===== src/rtl/gpio_regfile_pkg.sv =====
// Shared constants for the GPIO register file: word addresses, edge-mode encodings,
// identification defaults and the byte-lane mask helper.
package gpio_regfile_pkg;

    localparam logic [2:0] ADDR_CNAME      = 3'd0;
    localparam logic [2:0] ADDR_CVERSION   = 3'd1;
    localparam logic [2:0] ADDR_TRISTATE   = 3'd2;
    localparam logic [2:0] ADDR_DATA       = 3'd3;
    localparam logic [2:0] ADDR_PINSTATE   = 3'd4;
    localparam logic [2:0] ADDR_IRQ_MASK   = 3'd5;
    localparam logic [2:0] ADDR_IRQ_STATUS = 3'd6;
    localparam logic [2:0] ADDR_SCRATCH    = 3'd7;

    localparam int unsigned EDGE_RISE = 0;
    localparam int unsigned EDGE_FALL = 1;
    localparam int unsigned EDGE_BOTH = 2;

    localparam logic [31:0] CNAME_DEFAULT    = 32'h48524a44;
    localparam logic [31:0] CVERSION_DEFAULT = 32'h00000002;

    function automatic logic [31:0] byte_mask(input logic [3:0] wben);
        logic [31:0] mask;
        for (int i = 0; i < 4; i++) begin
            mask[8*i +: 8] = {8{wben[i]}};
        end
        return mask;
    endfunction

endpackage


===== src/rtl/gpio_regfile_if.sv =====
// Peripheral register bus between the core (master) and the GPIO register file (slave).
interface gpio_regfile_if;

    logic        req;
    logic        r_wn;
    logic [2:0]  addr;
    logic [3:0]  wben;
    logic [31:0] wdata;
    logic [31:0] rdata;
    logic        rvalid;

    modport master (
        output req,
        output r_wn,
        output addr,
        output wben,
        output wdata,
        input  rdata,
        input  rvalid
    );

    modport slave (
        input  req,
        input  r_wn,
        input  addr,
        input  wben,
        input  wdata,
        output rdata,
        output rvalid
    );

endinterface


===== src/rtl/gpio_sync_edge.sv =====
// Pad synchroniser chain plus per-pin edge detector with selectable edge polarity.
module gpio_sync_edge
    import gpio_regfile_pkg::*;
#(
    parameter int unsigned NUM_PINS    = 16,
    parameter int unsigned SYNC_STAGES = 2,
    parameter int unsigned EDGE_MODE   = EDGE_RISE
) (
    input  logic                clk,
    input  logic                reset_n,
    input  logic [NUM_PINS-1:0] pin_in,
    output logic [NUM_PINS-1:0] pin_sync,
    output logic [NUM_PINS-1:0] edge_pulse
);

    logic [SYNC_STAGES-1:0][NUM_PINS-1:0] sync_q;
    logic [SYNC_STAGES-1:0]               fill_q;
    logic [NUM_PINS-1:0]                  pin_prev_q;
    logic                                 primed_q;
    logic [NUM_PINS-1:0]                  rising;
    logic [NUM_PINS-1:0]                  falling;
    logic [NUM_PINS-1:0]                  edge_sel;

    // fill_q tracks how far real pad samples have travelled down the chain, so primed
    // only asserts once pin_prev holds a sampled value rather than the reset zero.
    always_ff @(posedge clk or negedge reset_n) begin
        if (!reset_n) begin
            sync_q     <= '0;
            fill_q     <= '0;
            pin_prev_q <= '0;
            primed_q   <= 1'b0;
        end else begin
            sync_q     <= {sync_q[SYNC_STAGES-2:0], pin_in};
            fill_q     <= {fill_q[SYNC_STAGES-2:0], 1'b1};
            pin_prev_q <= sync_q[SYNC_STAGES-1];
            primed_q   <= fill_q[SYNC_STAGES-1];
        end
    end

    assign pin_sync = sync_q[SYNC_STAGES-1];

    always_comb begin
        rising  = pin_sync & ~pin_prev_q;
        falling = ~pin_sync & pin_prev_q;
        case (EDGE_MODE)
            EDGE_FALL: edge_sel = falling;
            EDGE_BOTH: edge_sel = rising | falling;
            default:   edge_sel = rising;
        endcase
        edge_pulse = primed_q ? edge_sel : '0;
    end

endmodule


===== src/rtl/gpio_regfile.sv =====
// GPIO control/status register file: ID, direction, output data, pin state, W1C edge
// status with mask, scratch, and a registered interrupt line.
module gpio_regfile
    import gpio_regfile_pkg::*;
#(
    parameter int unsigned NUM_PINS    = 16,
    parameter int unsigned SYNC_STAGES = 2,
    parameter int unsigned EDGE_MODE   = EDGE_RISE,
    parameter logic [31:0] CNAME       = CNAME_DEFAULT,
    parameter logic [31:0] CVERSION    = CVERSION_DEFAULT
) (
    input  logic                clk,
    input  logic                reset_n,
    gpio_regfile_if.slave       bus,
    input  logic [NUM_PINS-1:0] pin_in,
    output logic [NUM_PINS-1:0] gpio_out,
    output logic [NUM_PINS-1:0] gpio_oe,
    output logic                irq
);

    logic [NUM_PINS-1:0] pin_sync;
    logic [NUM_PINS-1:0] edge_pulse;

    logic [NUM_PINS-1:0] tristate_q, tristate_d;
    logic [NUM_PINS-1:0] data_q, data_d;
    logic [NUM_PINS-1:0] mask_q, mask_d;
    logic [NUM_PINS-1:0] status_q, status_d;
    logic [31:0]         scratch_q, scratch_d;
    logic                irq_q;

    logic                rd_pend_q;
    logic [2:0]          rd_addr_q;
    logic [31:0]         rdata_q;
    logic                rvalid_q;
    logic [31:0]         rd_word;

    logic                wr_en;
    logic [31:0]         bmask;
    logic [NUM_PINS-1:0] pmask;
    logic [NUM_PINS-1:0] wdata_p;
    logic [NUM_PINS-1:0] status_clr;

    gpio_sync_edge #(
        .NUM_PINS    (NUM_PINS),
        .SYNC_STAGES (SYNC_STAGES),
        .EDGE_MODE   (EDGE_MODE)
    ) u_sync_edge (
        .clk        (clk),
        .reset_n    (reset_n),
        .pin_in     (pin_in),
        .pin_sync   (pin_sync),
        .edge_pulse (edge_pulse)
    );

    assign wr_en   = bus.req & ~bus.r_wn;
    assign bmask   = byte_mask(bus.wben);
    assign pmask   = bmask[NUM_PINS-1:0];
    assign wdata_p = bus.wdata[NUM_PINS-1:0];

    always_comb begin
        tristate_d = tristate_q;
        data_d     = data_q;
        mask_d     = mask_q;
        scratch_d  = scratch_q;
        status_clr = '0;
        if (wr_en) begin
            case (bus.addr)
                ADDR_TRISTATE:   tristate_d = (tristate_q & ~pmask) | (wdata_p & pmask);
                ADDR_DATA:       data_d     = (data_q & ~pmask) | (wdata_p & pmask);
                ADDR_IRQ_MASK:   mask_d     = (mask_q & ~pmask) | (wdata_p & pmask);
                ADDR_IRQ_STATUS: status_clr = wdata_p & pmask;
                ADDR_SCRATCH:    scratch_d  = (scratch_q & ~bmask) | (bus.wdata & bmask);
                default:         ;
            endcase
        end
        // A new edge overrides a simultaneous W1C on the same bit.
        status_d = (status_q & ~status_clr) | edge_pulse;
    end

    always_comb begin
        rd_word = '0;
        case (rd_addr_q)
            ADDR_CNAME:      rd_word = CNAME;
            ADDR_CVERSION:   rd_word = CVERSION;
            ADDR_TRISTATE:   rd_word[NUM_PINS-1:0] = tristate_q;
            ADDR_DATA:       rd_word[NUM_PINS-1:0] = data_q;
            ADDR_PINSTATE:   rd_word[NUM_PINS-1:0] = pin_sync;
            ADDR_IRQ_MASK:   rd_word[NUM_PINS-1:0] = mask_q;
            ADDR_IRQ_STATUS: rd_word[NUM_PINS-1:0] = status_q;
            default:         rd_word = scratch_q;
        endcase
    end

    always_ff @(posedge clk or negedge reset_n) begin
        if (!reset_n) begin
            tristate_q <= '0;
            data_q     <= '0;
            mask_q     <= '0;
            status_q   <= '0;
            scratch_q  <= '0;
            irq_q      <= 1'b0;
            rd_pend_q  <= 1'b0;
            rd_addr_q  <= '0;
            rdata_q    <= '0;
            rvalid_q   <= 1'b0;
        end else begin
            tristate_q <= tristate_d;
            data_q     <= data_d;
            mask_q     <= mask_d;
            status_q   <= status_d;
            scratch_q  <= scratch_d;
            irq_q      <= |(status_q & mask_q);
            rd_pend_q  <= bus.req & bus.r_wn;
            if (bus.req && bus.r_wn) begin
                rd_addr_q <= bus.addr;
            end
            rvalid_q <= rd_pend_q;
            if (rd_pend_q) begin
                rdata_q <= rd_word;
            end
        end
    end

    assign bus.rdata  = rdata_q;
    assign bus.rvalid = rvalid_q;
    assign gpio_out   = data_q;
    assign gpio_oe    = tristate_q;
    assign irq        = irq_q;

endmodule


===== src/flat_wrapper.sv =====
// flat-port wrapper written by rule: the top's interface ports become plain ports
module gpio_regfile_flat import gpio_regfile_pkg::*;
#(
    parameter int unsigned NUM_PINS    = 16,
    parameter int unsigned SYNC_STAGES = 2,
    parameter int unsigned EDGE_MODE   = EDGE_RISE,
    parameter logic [31:0] CNAME       = CNAME_DEFAULT,
    parameter logic [31:0] CVERSION    = CVERSION_DEFAULT
)
  (clk, reset_n, pin_in, gpio_out, gpio_oe, irq, bus_req, bus_r_wn, bus_addr, bus_wben, bus_wdata, bus_rdata, bus_rvalid);
  gpio_regfile_if bus_i ();
  input  logic clk;
  input  logic reset_n;
  input  logic [NUM_PINS-1:0] pin_in;
  output logic [NUM_PINS-1:0] gpio_out;
  output logic [NUM_PINS-1:0] gpio_oe;
  output logic irq;
  input wire logic [$bits(bus_i.req)-1:0] bus_req;
  input wire logic [$bits(bus_i.r_wn)-1:0] bus_r_wn;
  input wire logic [$bits(bus_i.addr)-1:0] bus_addr;
  input wire logic [$bits(bus_i.wben)-1:0] bus_wben;
  input wire logic [$bits(bus_i.wdata)-1:0] bus_wdata;
  output wire logic [$bits(bus_i.rdata)-1:0] bus_rdata;
  output wire logic [$bits(bus_i.rvalid)-1:0] bus_rvalid;
  assign bus_i.req = bus_req;
  assign bus_i.r_wn = bus_r_wn;
  assign bus_i.addr = bus_addr;
  assign bus_i.wben = bus_wben;
  assign bus_i.wdata = bus_wdata;
  assign bus_rdata = bus_i.rdata;
  assign bus_rvalid = bus_i.rvalid;
  gpio_regfile #(.NUM_PINS(NUM_PINS), .SYNC_STAGES(SYNC_STAGES), .EDGE_MODE(EDGE_MODE), .CNAME(CNAME), .CVERSION(CVERSION)) u_core (.clk(clk), .reset_n(reset_n), .bus(bus_i), .pin_in(pin_in), .gpio_out(gpio_out), .gpio_oe(gpio_oe), .irq(irq));
endmodule

===== config.mk =====
export PLATFORM = sky130hd
export DESIGN_NAME = gpio_regfile_flat
export DESIGN_NICKNAME = d
export VERILOG_FILES = /design/src/rtl/gpio_regfile_pkg.sv /design/src/rtl/gpio_regfile_if.sv /design/src/rtl/gpio_sync_edge.sv /design/src/rtl/gpio_regfile.sv /design/src/flat_wrapper.sv
export SDC_FILE = /design/constraint.sdc
export NUM_CORES = 1
export LEC_CHECK = 0
export BUFFER_PORTS_ARGS = -buffer_cell sky130_fd_sc_hd__buf_2
export CAP_MARGIN = 20
export CORE_MARGIN = 4
export CORE_UTILIZATION = 35
export DETAILED_ROUTE_END_ITERATION = 6
export GPL_TIMING_DRIVEN = 0
export HOLD_SLACK_MARGIN = 0.15
export MAX_ROUTING_LAYER = met4
export PLACE_DENSITY = 0.55
export RECOVER_POWER = 100
export SETUP_SLACK_MARGIN = 0.4
export SYNTH_ARGS = -nofsm -noshare
export SYNTH_HDL_FRONTEND = slang
export SYNTH_HIERARCHICAL = 1
export SYNTH_SLANG_ARGS = --single-unit

===== constraint.sdc =====
create_clock -name clk -period 1.3 [get_ports clk]
set_input_delay 0.065 -clock clk [delete_from_list [all_inputs] [get_ports clk]]
set_output_delay 0.065 -clock clk [all_outputs]
set_load 0.01 [all_outputs]

==> impl_metrics.json <==
{
  "run_status": "finished, violations left",
  "failing_checks": "hold timing, setup timing",
  "crit_path_max_delay_cell_type": "sky130_fd_sc_hd__dfrtp_1",
  "start_util": 0.3550,
  "drt_wl_total_mm": 24.99,
  "synth.largest_area_cell": "sky130_fd_sc_hd__dfrtp_1",
  "layout.area.seq_mm2": 0.004632,
  "fin_skew_ns": 0.009436,
  "clock_sink_count": 185,
  "final_core_utilization": 0.5278,
  "async_s_r_ff_share_synth": 1.000,
  "power_mw": 17.00,
  "reg2reg_from": "u_core/rd_addr_q[1]",
  "post-place-ws_ns": -0.4803,
  "report.final.hold_viol_count": 78,
  "synth_area_per_cell_um2": 13.13,
  "layout-drive-gt1-share": 0.4206,
  "post_synth_mux_area_share": 0.1442,
  "fp.dieArea_mm2": 0.02450,
  "ys_seq_elements": 185,
  "min_period_over_period": 1.126,
  "antenna_violating_nets_left": 0,
  "synth_seq_area_share": 0.5995,
  "reg2reg_setup_slack_ns": -0.16,
  "cp.required_ns": 1.61,
  "synth-compound-area-share": 0.1058,
  "wire_per_inst_um": 21.29,
  "place.port_buffers": 124,
  "cts.hold.buffers_added": 52,
  "instances_no_fill": 1174,
  "finalWorstPathRequiredPeriod_ns": 1.463,
  "timing.rr.end": "u_core/bus.rdata[14]",
  "track_usage": 0.2119,
  "fp.dieH_um": 156.5,
  "critical-path-top-cell-by-count": "sky130_fd_sc_hd__buf_6",
  "slew_headroom": 0.2801,
  "area_delta_synth_final_pct": 48.70,
  "floorplan.io_pins": 125,
  "total_congestion_overflow_after_global_routing": 0,
  "fin_ws_ns": -0.1633,
  "synth_simple_gate_area_frac": 0.1013,
  "largest_family_of_logic_cells_by_synthesized_area": "multiplexers",
  "post_synth_instance_area_mm2": 0.007722,
  "yosys.area_share.xor_xnor": 0,
  "grt_start_max_net_pins": 108,
  "fin_nets": 940,
  "clock_latency_late_sink_ns": 0.44,
  "cpLargestDelayFamily": "compound AO/OA/AOI/OAI gates",
  "cts_tree": "done",
  "coreArea_mm2": 0.02176,
  "post_syn_nets": 647,
  "cp_num_buf_inv": 2,
  "power_density_mw_per_mm2": 1480,
  "timing.hold.ws_ns": -0.1725,
  "timing.setup.tns_ns": -1.808,
  "synth_flop_cell": "sky130_fd_sc_hd__dfrtp_1",
  "dr_drc_count": 0,
  "drt-vias-per-instance": 5.164,
  "cts.htree.levels": 4,
  "rows": 54,
  "dominant_cell_by_count_in_the_synthesized_netlist": "sky130_fd_sc_hd__dfrtp_1",
  "routabilityCongestion": 0.8749,
  "worstRegToRegCells": 6,
  "die_x_um": 156.5,
  "worst_setup_path_end_kind": "flip-flop",
  "area_taken_by_multi_input_logic_gates_mm2": 0.003156,
  "crit_type": "reg2reg",
  "synth_adder_area_share": 0,
  "synth_area_leaders": "sky130_fd_sc_hd__dfrtp_1 (60%), sky130_fd_sc_hd__mux2_2 (11%), sky130_fd_sc_hd__mux2_4 (3.1%), sky130_fd_sc_hd__a21o_1 (1.8%), sky130_fd_sc_hd__a21oi_1 (1.7%)",
  "stdcell_area_mm2": 0.01148,
  "min-delay-path-class": "in2async",
  "wire_length_of_the_first_global_routing_pass_mm": 38.18,
  "final_max_tran_viols": 0,
  "static_leakage_nw": 5.240,
  "synth_cell_type_count": 49,
  "worst-endpoint-arrival_ns": 1.77,
  "timing_worst_slew_pin_value_ns": 1.080,
  "vias": 6063,
  "antenna_diode_count": 0,
  "timing.final.setup_violations": 22,
  "cell_count_after_placement": 993,
  "post-dp-hpwl_mm": 16.01,
  "place_area_mm2": 0.009198,
  "startpoint_type": "flip-flop",
  "num-fill-cells": 1923,
  "synthesis.yosys.warnings": 6,
  "synth-edff-count": 0,
  "clkTransAtPathRegs_ns": 0.07,
  "detail_route.first_pass.iterations": 5,
  "antenna_found_initial": 0,
  "first_iter_violations": 382,
  "clock.fmax_mhz": 683.4,
  "grt_setup_unrepaired": "yes",
  "ir_drop_worst_vdd_mv": 0.8479,
  "cts.root.buffer_cell": "sky130_fd_sc_hd__clkbuf_16",
  "first_global_vias": 6509,
  "clockBufferDepth": 2,
  "worstPathMaxFanout": 7,
  "synthesized_instance_count": 588,
  "numCtsBuffers": 17,
  "timing.critical_path.cells": "buf_6, nor2b_4, buf_6, a22oi_2, nor2_1, o41a_1",
  "max_cap_viols": 0,
  "synth.cells.most_frequent": "sky130_fd_sc_hd__dfrtp_1 (185), sky130_fd_sc_hd__mux2_2 (74), sky130_fd_sc_hd__a21oi_1 (26), sky130_fd_sc_hd__nand2_1 (24)",
  "area_share_of_the_leading_cell_type_in_the_synthesized_netlist": 0.5995,
  "max_stage_delay_ns": 0.37
}
[kinds of logic (layout without fill, tap and decap cells)]
group	Yosys count	count (layout)
flip-flops	185	185
AND/OR/NAND/NOR	126	126
AO/OA/AOI/OAI	116	116
multiplexers	94	94
buffers and inverters	66	372
other	1	1
[layout make-up]
cell class,count,share of cell area
plain buffers,55,0.05284
clock buffers,17,0.03705
clock inverters,15,0.01830
inverters,11,0.003922
multi-input cells,337,0.2748
flip-flops and latches,185,0.4034
well taps,280,0.03051
repair buffers,274,0.1792
[placed cells by master (no fill, tap or decap), types with 14 or more instances in the layout]
master	synthesis	routed
sky130_fd_sc_hd__a21o_1	19	19
sky130_fd_sc_hd__buf_2	19	55
sky130_fd_sc_hd__buf_4	17	77
sky130_fd_sc_hd__buf_6	4	39
sky130_fd_sc_hd__clkbuf_1	12	65
sky130_fd_sc_hd__clkbuf_16	0	19
sky130_fd_sc_hd__dfrtp_1	185	183
sky130_fd_sc_hd__dlygate4sd3_1	0	52
sky130_fd_sc_hd__mux2_1	0	30
sky130_fd_sc_hd__mux2_4	16	56
sky130_fd_sc_hd__nand2_1	24	22
sky130_fd_sc_hd__nand3_1	15	14
[worst max-delay path by stage]
stage	from	to	slack [ns]	cells past startpoint
after global routing	u_core/rd_addr_q[1]	u_core/bus.rdata[14]	-0.18	6
after CTS	u_core/u_sync_edge/pin_sync[14]	u_core/bus.rdata[14]	-0.13	5
after detailed placement	u_core/rd_addr_q[2]	u_core/bus.rdata[18]	-0.48	5
after floorplan	u_core/rd_addr_q[1]	u_core/bus.rdata[14]	-0.06	6
after global placement	reset_n	u_core/u_sync_edge/sync_q[5]	-2.79	1
final	u_core/rd_addr_q[1]	u_core/bus.rdata[14]	-0.16	6
[power breakdown]
group / switching (mW) / internal [mW]
combinational: 1.92 / 2.43
clock: 2.55 / 2.96
sequential: 0.611 / 6.53
[metal layers]
layer,GRT usage,up-vias,wire length (um)
li1,-,2707,-
met1,0.2825,3118,11180
met2,0.3348,203,12060
met3,0.03982,35,1357
met4,0.05661,0,402
met5,-,-,0
[what timing repair did]
item	CTS	global route
setup endpoints to repair	158	182
pin swaps	25	9
cloned	6	0
gates resized for setup	103	83
buffers inserted	69	22
endpoints found under the hold margin	194	78
No activity file was read; power rests on OpenSTA's default activity.
